File: src/rtl/seq_alu.sv
// Sequential ALU: single-cycle ADD/SUB/logic, shift-add MUL and restoring DIV, valid/ready on both sides.
// Optional build macro ALU_SATURATE_EN clamps ADD/SUB/MUL overflow instead of wrapping.
module seq_alu #(
    parameter int WIDTH = 8,
    parameter int CNT_W = $clog2(WIDTH + 1)
) (
    input  logic             clk,
    input  logic             rst,
    input  logic             in_valid,
    output logic             in_ready,
    input  logic [WIDTH-1:0] in_a,
    input  logic [WIDTH-1:0] in_b,
    input  logic [2:0]       select,
    output logic             out_valid,
    input  logic             out_ready,
    output logic [WIDTH-1:0] out,
    output logic             flag,
    output logic             dbz
);

    localparam logic [1:0] S_IDLE = 2'd0;
    localparam logic [1:0] S_MUL  = 2'd1;
    localparam logic [1:0] S_DIV  = 2'd2;
    localparam logic [1:0] S_DONE = 2'd3;

    localparam logic [2:0] OP_ADD = 3'd0;
    localparam logic [2:0] OP_SUB = 3'd1;
    localparam logic [2:0] OP_MUL = 3'd2;
    localparam logic [2:0] OP_DIV = 3'd3;
    localparam logic [2:0] OP_AND = 3'd4;
    localparam logic [2:0] OP_OR  = 3'd5;
    localparam logic [2:0] OP_XOR = 3'd6;
    localparam logic [2:0] OP_NOT = 3'd7;

    // Each returns {flag, result}; the flag always reports the overflow condition.
    function automatic logic [WIDTH:0] sat_add(input logic [WIDTH:0] sum);
`ifdef ALU_SATURATE_EN
        return sum[WIDTH] ? {1'b1, {WIDTH{1'b1}}} : sum;
`else
        return sum;
`endif
    endfunction

    function automatic logic [WIDTH:0] sat_sub(input logic [WIDTH:0] diff);
`ifdef ALU_SATURATE_EN
        return diff[WIDTH] ? {1'b1, {WIDTH{1'b0}}} : diff;
`else
        return diff;
`endif
    endfunction

    function automatic logic [WIDTH:0] sat_mul(input logic [2*WIDTH-1:0] prod);
        logic ovf;
        ovf = |prod[2*WIDTH-1:WIDTH];
`ifdef ALU_SATURATE_EN
        return ovf ? {1'b1, {WIDTH{1'b1}}} : {1'b0, prod[WIDTH-1:0]};
`else
        return {ovf, prod[WIDTH-1:0]};
`endif
    endfunction

    logic [1:0]         r_state;
    logic [WIDTH-1:0]   r_a;
    logic [WIDTH-1:0]   r_b;
    logic [CNT_W-1:0]   r_cnt;
    logic [2*WIDTH-1:0] r_p;
    logic [WIDTH-1:0]   r_out;
    logic               r_flag;
    logic               r_dbz;

    logic [WIDTH-1:0]   w_res;
    logic               w_flg;
    logic               w_dbz;
    logic [WIDTH:0]     w_mul_sum;
    logic [2*WIDTH-1:0] w_mul_next;
    logic [WIDTH:0]     w_rem_sh;
    logic [WIDTH:0]     w_trial;
    logic [2*WIDTH-1:0] w_div_next;
    logic               w_last;

    always_comb begin
        w_res = '0;
        w_flg = 1'b0;
        w_dbz = 1'b0;
        case (select)
            OP_ADD: {w_flg, w_res} = sat_add({1'b0, in_a} + {1'b0, in_b});
            OP_SUB: {w_flg, w_res} = sat_sub({1'b0, in_a} - {1'b0, in_b});
            OP_DIV: begin
                w_res = '1;
                w_dbz = 1'b1;
            end
            OP_AND: w_res = in_a & in_b;
            OP_OR:  w_res = in_a | in_b;
            OP_XOR: w_res = in_a ^ in_b;
            OP_NOT: w_res = ~in_a;
            default: w_res = '0;
        endcase
    end

    // MUL: r_p = {partial product, remaining multiplier bits}, shifted right each step.
    assign w_mul_sum  = {1'b0, r_p[2*WIDTH-1:WIDTH]} + (r_p[0] ? {1'b0, r_a} : '0);
    assign w_mul_next = {w_mul_sum, r_p[WIDTH-1:1]};

    // DIV: r_p = {remainder, dividend bits shifting out / quotient bits shifting in}.
    assign w_rem_sh   = {r_p[2*WIDTH-1:WIDTH], r_p[WIDTH-1]};
    assign w_trial    = w_rem_sh - {1'b0, r_b};
    assign w_div_next = w_trial[WIDTH] ? {w_rem_sh[WIDTH-1:0], r_p[WIDTH-2:0], 1'b0}
                                       : {w_trial[WIDTH-1:0], r_p[WIDTH-2:0], 1'b1};

    assign w_last = (r_cnt == CNT_W'(WIDTH - 1));

    always_ff @(posedge clk) begin
        if (rst) begin
            r_state <= S_IDLE;
            r_a     <= '0;
            r_b     <= '0;
            r_cnt   <= '0;
            r_p     <= '0;
            r_out   <= '0;
            r_flag  <= 1'b0;
            r_dbz   <= 1'b0;
        end else begin
            case (r_state)
                S_IDLE: begin
                    if (in_valid) begin
                        r_a   <= in_a;
                        r_b   <= in_b;
                        r_cnt <= '0;
                        if (select == OP_MUL) begin
                            r_p     <= {{WIDTH{1'b0}}, in_b};
                            r_state <= S_MUL;
                        end else if (select == OP_DIV && in_b != '0) begin
                            r_p     <= {{WIDTH{1'b0}}, in_a};
                            r_state <= S_DIV;
                        end else begin
                            r_out   <= w_res;
                            r_flag  <= w_flg;
                            r_dbz   <= w_dbz;
                            r_state <= S_DONE;
                        end
                    end
                end
                S_MUL: begin
                    r_p   <= w_mul_next;
                    r_cnt <= r_cnt + 1'b1;
                    if (w_last) begin
                        {r_flag, r_out} <= sat_mul(w_mul_next);
                        r_dbz           <= 1'b0;
                        r_state         <= S_DONE;
                    end
                end
                S_DIV: begin
                    r_p   <= w_div_next;
                    r_cnt <= r_cnt + 1'b1;
                    if (w_last) begin
                        r_out   <= w_div_next[WIDTH-1:0];
                        r_flag  <= 1'b0;
                        r_dbz   <= 1'b0;
                        r_state <= S_DONE;
                    end
                end
                default: begin
                    if (out_ready) r_state <= S_IDLE;
                end
            endcase
        end
    end

    assign in_ready  = (r_state == S_IDLE);
    assign out_valid = (r_state == S_DONE);
    assign out       = r_out;
    assign flag      = r_flag;
    assign dbz       = r_dbz;

endmodule

File: config.mk
export PLATFORM = sky130hd
export DESIGN_NAME = seq_alu
export DESIGN_NICKNAME = d
export VERILOG_FILES = /design/src/rtl/seq_alu.sv
export SDC_FILE = /design/constraint.sdc
export NUM_CORES = 1
export LEC_CHECK = 0
export CAP_MARGIN = 10
export CELL_PAD_IN_SITES_DETAIL_PLACEMENT = 1
export CELL_PAD_IN_SITES_GLOBAL_PLACEMENT = 1
export CORE_MARGIN = 1
export CORE_UTILIZATION = 47
export CTS_CLUSTER_SIZE = 8
export DETAILED_ROUTE_END_ITERATION = 10
export MAX_ROUTING_LAYER = met4
export PLACE_DENSITY_LB_ADDON = 0.1
export SLEW_MARGIN = 20
export SYNTH_ARGS = -nofsm -noshare
export SYNTH_HDL_FRONTEND = slang
export SYNTH_SLANG_ARGS = --single-unit
File: constraint.sdc
create_clock -name clk -period 5.95 [get_ports clk]
set_input_delay 1.19 -clock clk [delete_from_list [all_inputs] [get_ports clk]]
set_output_delay 1.19 -clock clk [all_outputs]
set_load 0.1 [all_outputs]
==> run summary, run 1 <==
POWER AND IR DROP
------------------------------------------------------------------------------
Switching power as a share of total power                                51.9%
Switching power                                                         983 uW
Sequential power share                                                   24.8%
Internal power                                                          912 uW
Peak supply drop                                                    0.000143 V
Clock Power Share                                                        15.7%
Leak                                                                   1.96 nW
Total power divided by cell area                                   384 mW/mm^2
Overall power                                                          1.89 mW
Combinational power share                                                59.5%

CLOCKING
------------------------------------------------------------------------------
CTS Root Cell                                                         clkbuf_8
Clock tree from TritonCTS                                                  yes
Number of gates given a new drive strength after cts                         0
Clock transition at the registers of the reported paths                0.11 ns
Clk buf depth                                                                2
Total of hold buffers inserted after clock tree synthesis                    0
Number of H-tree branching levels                                            2
Clk_lat worst skew                                                     0.32 ns
Clk sinks                                                                   48
Buffer count from post-CTS setup fixing                                      0
Number of buffers inserted during clock tree synthesis                       5

TIMING
------------------------------------------------------------------------------
Worst slew pin tran                                                    1.02 ns
Share of the cycle needed by the critical path after routing             72.2%
Headroom to the max-slew limit                                           31.6%
Final Hold Viols                                                             0
Peak clock frequency supported by timing                               233 MHz
Min Clock Period, post-route                                           4.29 ns
Max-slew violations                                                          0
Setup repair after global routing missed its margin                         no
Worst clock skew                                                     0.0136 ns
Setup violations, final                                                      0
Final-layout setup total negative slack                                   0 ns

YOSYS
------------------------------------------------------------------------------
Top post-synthesis cells by count                                 nand2_1, a21oi_1, dfxtp_1, ha_1, nor2_1
Most frequently used flop master after synthesis                       dfxtp_1
Unique masters post-synth                                                   68
Synth area leader                                                      dfxtp_1
Area contributors post-synth                                      dfxtp_1, ha_1, a21oi_1
Mapped cell area                                                  0.00444 sq mm
Gate Count Post-Synth                                                      601
Async SR Flop Fraction                                                      0%
Mapped Avg Cell Area                                                7.38 sq um
Part of the Yosys area used for sequential elements                      21.7%
Number of register bits inferred by synthesis                               48
Most repeated cell in the gate-level netlist after synthesis           nand2_1
Post-synth EDFFs                                                             0
Syn. warnings                                                                0
Proportion of netlist area held by the largest area contributor          21.7%
Net Count, Synth                                                           673

GLOBAL ROUTING
------------------------------------------------------------------------------
Maximum number of pins on one net before global-route repair                49
GR Util All Layers                                                       31.9%
Overflow after GRT                                                           0
Antenna violations before repair                                             1
Number of global-route vias before repair                                 4643
Global-route wire length before repair                            24100 microns

DRT
------------------------------------------------------------------------------
Vias per cell                                                             6.32
Post-DR wirelength/cell                                           20.5 microns
Iteration-0 DRC Markers                                                    179
Wirelength, routed                                                14800 microns
Number of nets with antenna violations after detailed routing                0
Drt first pass iters                                                         4
Residual DRC                                                                 0
Routed vias                                                               4566

CRITICAL PATH
------------------------------------------------------------------------------
Path type of the worst setup path                                    in -> reg
Arrival time worst endpoint                                            4.46 ns
Largest driver fanout on the critical path                                   5
Category of the worst setup path capture point                            flop
Element type at the critical path start                              input pin
Worst path required time                                               6.11 ns

DIE
------------------------------------------------------------------------------
Core region area                                                  0.00920 sq mm
Number of core rows                                                         35
Horiz. Die Dim                                                    99.2 microns
Die ar.                                                           0.00983 sq mm
Initial Utilization                                                      48.2%
Height of the die                                                 99.2 microns
Num ports                                                                   35

FINISH
------------------------------------------------------------------------------
Count of nets after finishing                                              681
Layout Area Growth over Synthesis                                        11.1%
Layout cell share with drive strength beyond 1                           4.43%

STATUS
------------------------------------------------------------------------------
Result of the run                                                    completed

WORST HOLD PATH
------------------------------------------------------------------------------
Class of the worst hold path                                        reg -> reg

PLACEMENT
------------------------------------------------------------------------------
Estimated wirelength of the detail-placed design                  11100 microns
IO Port Bufs                                                                34
Routability congestion estimate                                          0.943

JOB
------------------------------------------------------------------------------
Max-cap viol count                                                           0

critical path: stages:
cell and delay [ns]:
clkdlybuf4s50_1 0.57, inv_1 0.12, ha_1 0.24, fa_1 0.43, o21bai_1 0.22, nand2_1 0.08
o311ai_0 0.67, o21bai_1 0.18, a2111oi_0 0.65, a211oi_1 0.11
power by group through the flow:
stage | clock network, mW | logic, mW | registers (mW)
2_1_floorplan | 0 | 0.667 | 0.626
3_3_place_gp | 0 | 1.08 | 0.472
3_5_place_dp | 0 | 1.11 | 0.476
4_1_cts | 0.301 | 1.12 | 0.469
5_1_grt | 0.315 | 1.22 | 0.478
6_report | 0.297 | 1.13 | 0.470
cell type report:
class / count / area (sq um)
Inverter: 41 / 154
Antenna cell: 1 / 2.50
Clock inverter: 3 / 68.8
Multi-Input combinational cell: 477 / 3190
Timing Repair Buffer: 36 / 345
Tap cell: 111 / 139
Clock buffer: 5 / 68.8
Sequential cell: 48 / 961
Fill cell: 1171 / 4270
through the flow:
step	util [%]	hold WS, ns	instance area [sq um]	std cells	setup WS, ns
6_report	53.6	0.468	4930	722	1.66
5_1_grt	53.6	0.497	4930	722	1.51
4_1_cts	53.6	0.472	4930	721	1.75
3_5_place_dp	52.1	0.454	4790	713	1.51
3_3_place_gp	52.1	0.442	4790	713	1.66
2_1_floorplan	-	0.432	4440	601	2.77
metal layers:
layer | global-route usage (%) | part of all wire, % | wire (microns) | vias to the layer above
li1 | - | - | - | 2189
met1 | 39.0 | 44 | 6480 | 2251
met2 | 53.8 | 49 | 7330 | 97
met3 | 4.57 | 4.0 | 599 | 29
met4 | 11.7 | 2.9 | 425 | 0
met5 | - | 0 | 0 | -
state kept, by name (all words and copies together), names as in the netlist:
register and flops:
out 8, r_a 8, flag 1, r_cnt 4, r_b 8, r_state 2
r_p 16, dbz 1
placed cells by master, fill, tap and decap left out, types with 4 or more instances in the layout:
cell type        netlist  routed
nand2_1               69      69
a21oi_1               66      66
dfxtp_1               48      48
ha_1                  45      45
nor2_1                42      42
inv_1                 38      38
o21ai_0               37      37
clkdlybuf4s50_1        0      32
nand3_1               15      15
a211oi_1              14      14
and2_1                13      13
nand2b_1              13      13
nor3_1                12      12
nor2b_1               11      11
a22oi_1                9       9
a31oi_1                8       8
a22o_1                 7       7
xor2_1                 6       6
o211ai_1               6       6
a21o_1                 6       6
a221oi_1               6       6
a311oi_1               6       6
o21bai_1               5       5
o21a_1                 5       5
clkbuf_8               0       5
mux2i_1                4       4
or3_1                  4       4
a211o_1                4       4
xnor2_1                4       4
fa_1                   4       4
final timing paths:
path	start	end	slack [ns]	cells after the start
hold reg to reg	r_b[3]	r_b[3]	0.47	2
setup / recovery	in_a[0]	flag	1.66	10
hold / removal	r_b[3]	r_b[3]	0.47	2
setup reg to reg	r_p[7]	r_p[13]	2.77	9
cell families after synthesis:
logic type               count (synthesis)  share of synthesized area (%)
AND/OR/NAND/NOR                        206                           23.4
XOR/XNOR                                10                           1.97
AO/OA/AOI/OAI                          205                           30.3
multiplexers                             7                           1.66
buffers and inverters                   76                           6.54
adder cells (fa/ha/maj)                 49                           14.5
flip-flops                              48                           21.7
Note: power is estimated with default switching activity, not from simulation.
==> inputs of run 2 (changes only) <==
CORE_UTILIZATION = 44   (was 47)
clock period = 4.2 ns   (was 5.95 ns; I/O delays follow)
==> run summary, run 2 (synthesis gave the netlist of run 1 again) <==
CRITICAL PATH
----------------------------------------------------------------------------
Worst flop-to-flop path endpoint                                     r_p[13]
End point of the critical path                                          flag
Element type at the critical path start                            input pin
Path type of the worst setup path                                  in -> reg
Category of the worst setup path capture point                          flop
Worst setup startpoint                                               in_a[0]
Reg-to-reg setup timing slack                                        1.06 ns
Worst r2r src                                                         r_p[7]
Worst path required time                                             4.39 ns
Largest driver fanout on the critical path                                 5
Path depth of the worst reg2reg path                                       9
Arrival time worst endpoint                                          3.74 ns

GLOBAL ROUTING
----------------------------------------------------------------------------
Overflow after GRT                                                         0
Global-route wire length before repair                          24100 microns
Antenna violations before repair                                           0
GR Util All Layers                                                     30.9%
Maximum number of pins on one net before global-route repair              37
Number of global-route vias before repair                               4649

TIMING
----------------------------------------------------------------------------
Setup repair after global routing missed its margin                       no
Final Hold Viols                                                           0
Worst slew pin tran                                                 0.970 ns
Final-layout setup total negative slack                                 0 ns
Peak clock frequency supported by timing                             282 MHz
Headroom to the max-slew limit                                         35.1%
Setup violations, final                                                    0
Min Clock Period, post-route                                         3.55 ns
Max-slew violations                                                        0
Smallest setup slack after layout                                   0.650 ns
Share of the cycle needed by the critical path after routing           84.5%
Worst clock skew                                                  0.00926 ns

CLOCKING
----------------------------------------------------------------------------
Clock tree from TritonCTS                                                yes
CTS Root Cell                                                       clkbuf_8
Number of buffers inserted during clock tree synthesis                     5
Number of gates given a new drive strength after cts                       0
Total of hold buffers inserted after clock tree synthesis                  0
Number of H-tree branching levels                                          2
Clk_lat worst skew                                                   0.32 ns
Clk buf depth                                                              2
Clock transition at the registers of the reported paths              0.09 ns
Clk sinks                                                                 48
Buffer count from post-CTS setup fixing                                    0

FINISH
----------------------------------------------------------------------------
Max FFs per register                                                      16
Count of nets after finishing                                            689
Final standard cell utilization of the core                            51.2%
Layout cell share with drive strength beyond 1                         5.50%
# diodes                                                                   0
Register ranked first by flip-flop count                                 r_p
Non-filler cells in the finished layout                                  751
Layout Area Growth over Synthesis                                      12.9%
Leading cell type in the layout, fill and taps excluded              nand2_1
Commonest cells after routing, fill and taps aside              nand2_1, a21oi_1, dfxtp_1

JOB
----------------------------------------------------------------------------
Max-cap viol count                                                         0

POWER AND IR DROP
----------------------------------------------------------------------------
Total power divided by cell area                                 529 mW/mm^2
Overall power                                                        2.65 mW
Leak                                                                 1.99 nW
Peak supply drop                                                  0.000281 V

DIE
----------------------------------------------------------------------------
Core region area                                                0.00977 sq mm
Num ports                                                                 35
Initial Utilization                                                    45.4%
Height of the die                                                102 microns
Number of core rows                                                       36
Die ar.                                                         0.0105 sq mm
Horiz. Die Dim                                                   102 microns

PLACEMENT
----------------------------------------------------------------------------
Worst setup slack after placement                                   0.375 ns
Routability congestion estimate                                        0.921
IO Port Bufs                                                              34
Estimated wirelength of the detail-placed design                11500 microns
Cell count after placement                                               743

DRT
----------------------------------------------------------------------------
Wirelength, routed                                              14900 microns
Vias per cell                                                           6.05
Residual DRC                                                               0
Routed vias                                                             4542
Post-DR wirelength/cell                                         19.9 microns
Drt first pass iters                                                       4
Iteration-0 DRC Markers                                                  257
Number of nets with antenna violations after detailed routing              0

WORST HOLD PATH
----------------------------------------------------------------------------
Class of the worst hold path                                      reg -> reg

STATUS
----------------------------------------------------------------------------
Result of the run                                                  completed

==> run 2: final cells by class <==
| type | instances | area, sq um |
|---|---|---|
| fill | 1266 | 4770 |
| multi-input combinational | 477 | 3190 |
| sequential | 48 | 961 |
| timing repair buffer | 44 | 410 |
| tap | 133 | 166 |
| inverter | 41 | 154 |
| clock buffer | 7 | 96.3 |
| clock inverter | 1 | 30.0 |
==> run 2: worst max-delay path, cell delays in order <==
cell and delay (ns):
clkdlybuf4s50_1 0.57, inv_1 0.11, ha_1 0.24, fa_1 0.43, o21bai_1 0.20, nand2_1 0.08, o311ai_0 0.53, o21bai_1 0.17
a2111oi_0 0.48, a211oi_1 0.09
==> run 2: power by group <==
group	switching (mW)	total, mW	internal [mW]	leakage, nW
clock	0.162	0.372	0.210	0.0645
sequential	0.0929	0.660	0.568	0.393
combinational	1.11	1.62	0.502	1.54
==> run 2: layer usage <==
layer	routed length [microns]	up-vias	GRT usage [%]
met2	7590	72	55.2
met5	0	-	-
met1	6820	2240	37.3
li1	-	2212	-
met4	202	0	8.24
met3	328	18	2.19
==> run 2: worst min path at each step <==
stage / start / to / slack [ns] / cells after the start
final: r_b[5] / r_b[5] / 0.46 / 2
after global routing: r_b[5] / r_b[5] / 0.48 / 2
after CTS: r_b[5] / r_b[5] / 0.46 / 2
after detailed placement: r_b[5] / r_b[5] / 0.45 / 2
after global placement: r_a[2] / r_a[2] / 0.44 / 2
after floorplan: r_a[0] / r_a[0] / 0.43 / 2
==> run 2: per-stage QoR <==
stage          hold WS [ns]  instance area, sq um
2_1_floorplan         0.432                  4440
5_1_grt               0.478                  5010
3_5_place_dp          0.448                  4880
6_report              0.456                  5010
3_3_place_gp          0.439                  4880
4_1_cts               0.461                  5010
==> inputs of run 3 (changes only) <==
clock period = 3.7 ns   (was 4.2 ns; I/O delays follow)
==> run summary, run 3 (synthesis gave the netlist of run 1 again) <==
STATUS
----------------------------------------------------------------------------
Result of the run                                                  completed

TIMING
----------------------------------------------------------------------------
Smallest hold slack                                                 0.458 ns
Final Hold Viols                                                           0
Worst slew pin tran                                                 0.983 ns
Peak clock frequency supported by timing                             283 MHz
Min Clock Period, post-route                                         3.53 ns
Worst clock skew                                                   0.0119 ns
Setup repair after global routing missed its margin                       no
Headroom to the max-slew limit                                         34.3%
Share of the cycle needed by the critical path after routing           95.4%
Smallest setup slack after layout                                   0.169 ns
Setup violations, final                                                    0
Max-slew violations                                                        0

CLOCKING
----------------------------------------------------------------------------
Number of H-tree branching levels                                          2
Clk sinks                                                                 48
Total of hold buffers inserted after clock tree synthesis                  0
Clk_lat worst skew                                                   0.32 ns
Buffer count from post-CTS setup fixing                                    0
Clock tree from TritonCTS                                                yes
CTS Root Cell                                                       clkbuf_8
Clk buf depth                                                              2
Number of gates given a new drive strength after cts                       0
Number of buffers inserted during clock tree synthesis                     5
Clock transition at the registers of the reported paths              0.09 ns

GLOBAL ROUTING
----------------------------------------------------------------------------
Overflow after GRT                                                         0
Antenna violations before repair                                           0
Global-route wire length before repair                          23900 microns
Maximum number of pins on one net before global-route repair              32
GR Util All Layers                                                     30.7%
Number of global-route vias before repair                               4616

FINISH
----------------------------------------------------------------------------
Layout Area Growth over Synthesis                                      14.3%
Non-filler cells in the finished layout                                  762
Max FFs per register                                                      16
Layout cell share with drive strength beyond 1                         7.47%
Area taken by multi-input logic gates                           0.00319 sq mm
Leading cell type in the layout, fill and taps excluded              nand2_1
Area used by sequential logic in the layout                        961 sq um
# diodes                                                                   0
Fillers                                                                 1295
Register ranked first by flip-flop count                                 r_p
Count of nets after finishing                                            700
Commonest cells after routing, fill and taps aside              nand2_1, a21oi_1, dfxtp_1
Final standard cell utilization of the core                            51.9%

POWER AND IR DROP
----------------------------------------------------------------------------
Sequential power share                                                 24.8%
Switching power                                                      1.58 mW
Switching power as a share of total power                              52.3%
Overall power                                                        3.03 mW
Combinational power share                                              62.4%
Internal power                                                       1.45 mW
Clock Power Share                                                      12.9%
Total power divided by cell area                                 598 mW/mm^2
Peak supply drop                                                  0.000255 V
Leak                                                                 2.04 nW

DRT
----------------------------------------------------------------------------
Iteration-0 DRC Markers                                                  241
Post-DR wirelength/cell                                         19.7 microns
Residual DRC                                                               0
Routed vias                                                             4678
Number of nets with antenna violations after detailed routing              0
Drt first pass iters                                                       5
Vias per cell                                                           6.14
Wirelength, routed                                              15000 microns

DIE
----------------------------------------------------------------------------
Die ar.                                                         0.0105 sq mm
Height of the die                                                102 microns
Horiz. Die Dim                                                   102 microns
Core region area                                                0.00977 sq mm
Number of core rows                                                       36
Initial Utilization                                                    45.4%
Num ports                                                                 35

CRITICAL PATH
----------------------------------------------------------------------------
Worst path top cell family by delay                             compound AO/OA/AOI/OAI gates
Worst r2r src                                                         r_p[7]
Path type of the worst setup path                                  in -> reg
Element type at the critical path start                            input pin
Worst path bufs/invs                                                       3
Worst flop-to-flop path endpoint                                     r_p[13]
Worst setup startpoint                                               in_a[4]
Worst path cell trace                                           clkdlybuf4s50_1 > inv_1 > ha_1 > nor3_1 > a2111oi_0 > buf_4 > o2bb2ai_1 > xor2_1 > a31oi_1 > a221oi_1
Path depth of the worst reg2reg path                                      10
Reg-to-reg setup timing slack                                        0.78 ns
Arrival time worst endpoint                                          3.74 ns
Count of cell instances traversed by the critical path                    10
Worst path required time                                             3.91 ns
Critical Path Slowest Stage Cell                                   a2111oi_0
Maximum single-stage delay on the critical path                      0.72 ns
Category of the worst setup path capture point                          flop
End point of the critical path                                        out[7]
Largest driver fanout on the critical path                                13

JOB
----------------------------------------------------------------------------
Max-cap viol count                                                         0

PLACEMENT
----------------------------------------------------------------------------
Worst setup slack after placement                                 -0.0688 ns
Estimated wirelength of the detail-placed design                11800 microns
Routability congestion estimate                                        0.943
IO Port Bufs                                                              34
Cell count after placement                                               754

WORST HOLD PATH
----------------------------------------------------------------------------
Class of the worst hold path                                      reg -> reg

==> run 3: changes by cell type in the layout (fill, tap and decap cells not counted) <==
cell and delta:
clkdlybuf4s50_1 -2, buf_4 +13, clkinvlp_4 +1, clkbuf_8 -2, clkinv_2 +1
==> run 3: final cells by class <==
| type | instances | area share (%) |
|---|---|---|
| Multi-Input combinational cell | 477 | 62.9 |
| Sequential cell | 48 | 18.9 |
| Timing Repair Buffer | 55 | 9.62 |
| Tap cell | 133 | 3.28 |
| Inverter | 41 | 3.03 |
| Clock buffer | 5 | 1.36 |
| Clock inverter | 3 | 0.839 |
==> run 3: worst reg2reg max path: cells and delay by family (launching register included) <==
kind / cells / cell delay [ns]
compound gates: 2 / 0.68
simple gates: 3 / 0.64
fa+ha+maj: 2 / 0.63
flops: 1 / 0.39
buf+inv: 2 / 0.25
mux: 1 / 0.23
==> run 3: metrics by stage <==
| step | setup TNS [ns] | instance area (sq um) |
|---|---|---|
| floorplan | 0 | 4440 |
| global placement | -0.0188 | 4960 |
| detailed placement | -0.0688 | 4960 |
| CTS | 0 | 5070 |
| global route | 0 | 5070 |
| finish | 0 | 5070 |
==> run 3: worst min-delay path by stage <==
| stage | start | slack, ns | to | cells after the start |
|---|---|---|---|---|
| after floorplan | r_a[0] | 0.43 | r_a[0] | 2 |
| after detailed placement | r_a[1] | 0.44 | r_a[1] | 2 |
| final | r_a[3] | 0.46 | r_a[3] | 2 |
| after global placement | r_a[7] | 0.44 | r_a[7] | 2 |
| after CTS | r_a[1] | 0.46 | r_a[1] | 2 |
| after global routing | r_a[1] | 0.47 | r_a[1] | 2 |
==> run 3: layer usage <==
metal	up-vias	global-route usage, %	share of wire [%]
met4	0	9.23	2.1
met2	94	54.5	50
li1	2230	-	-
met5	-	-	0
met3	25	3.01	2.9
met1	2329	36.6	44
==> run 3: power by group through the flow <==
stage / combinational [mW] / sequential (mW) / clock (mW)
2_1_floorplan: 1.07 / 1.01 / 0
3_3_place_gp: 1.82 / 0.755 / 0
3_5_place_dp: 1.87 / 0.763 / 0
4_1_cts: 1.88 / 0.750 / 0.393
5_1_grt: 2.04 / 0.764 / 0.419
6_report: 1.89 / 0.751 / 0.389
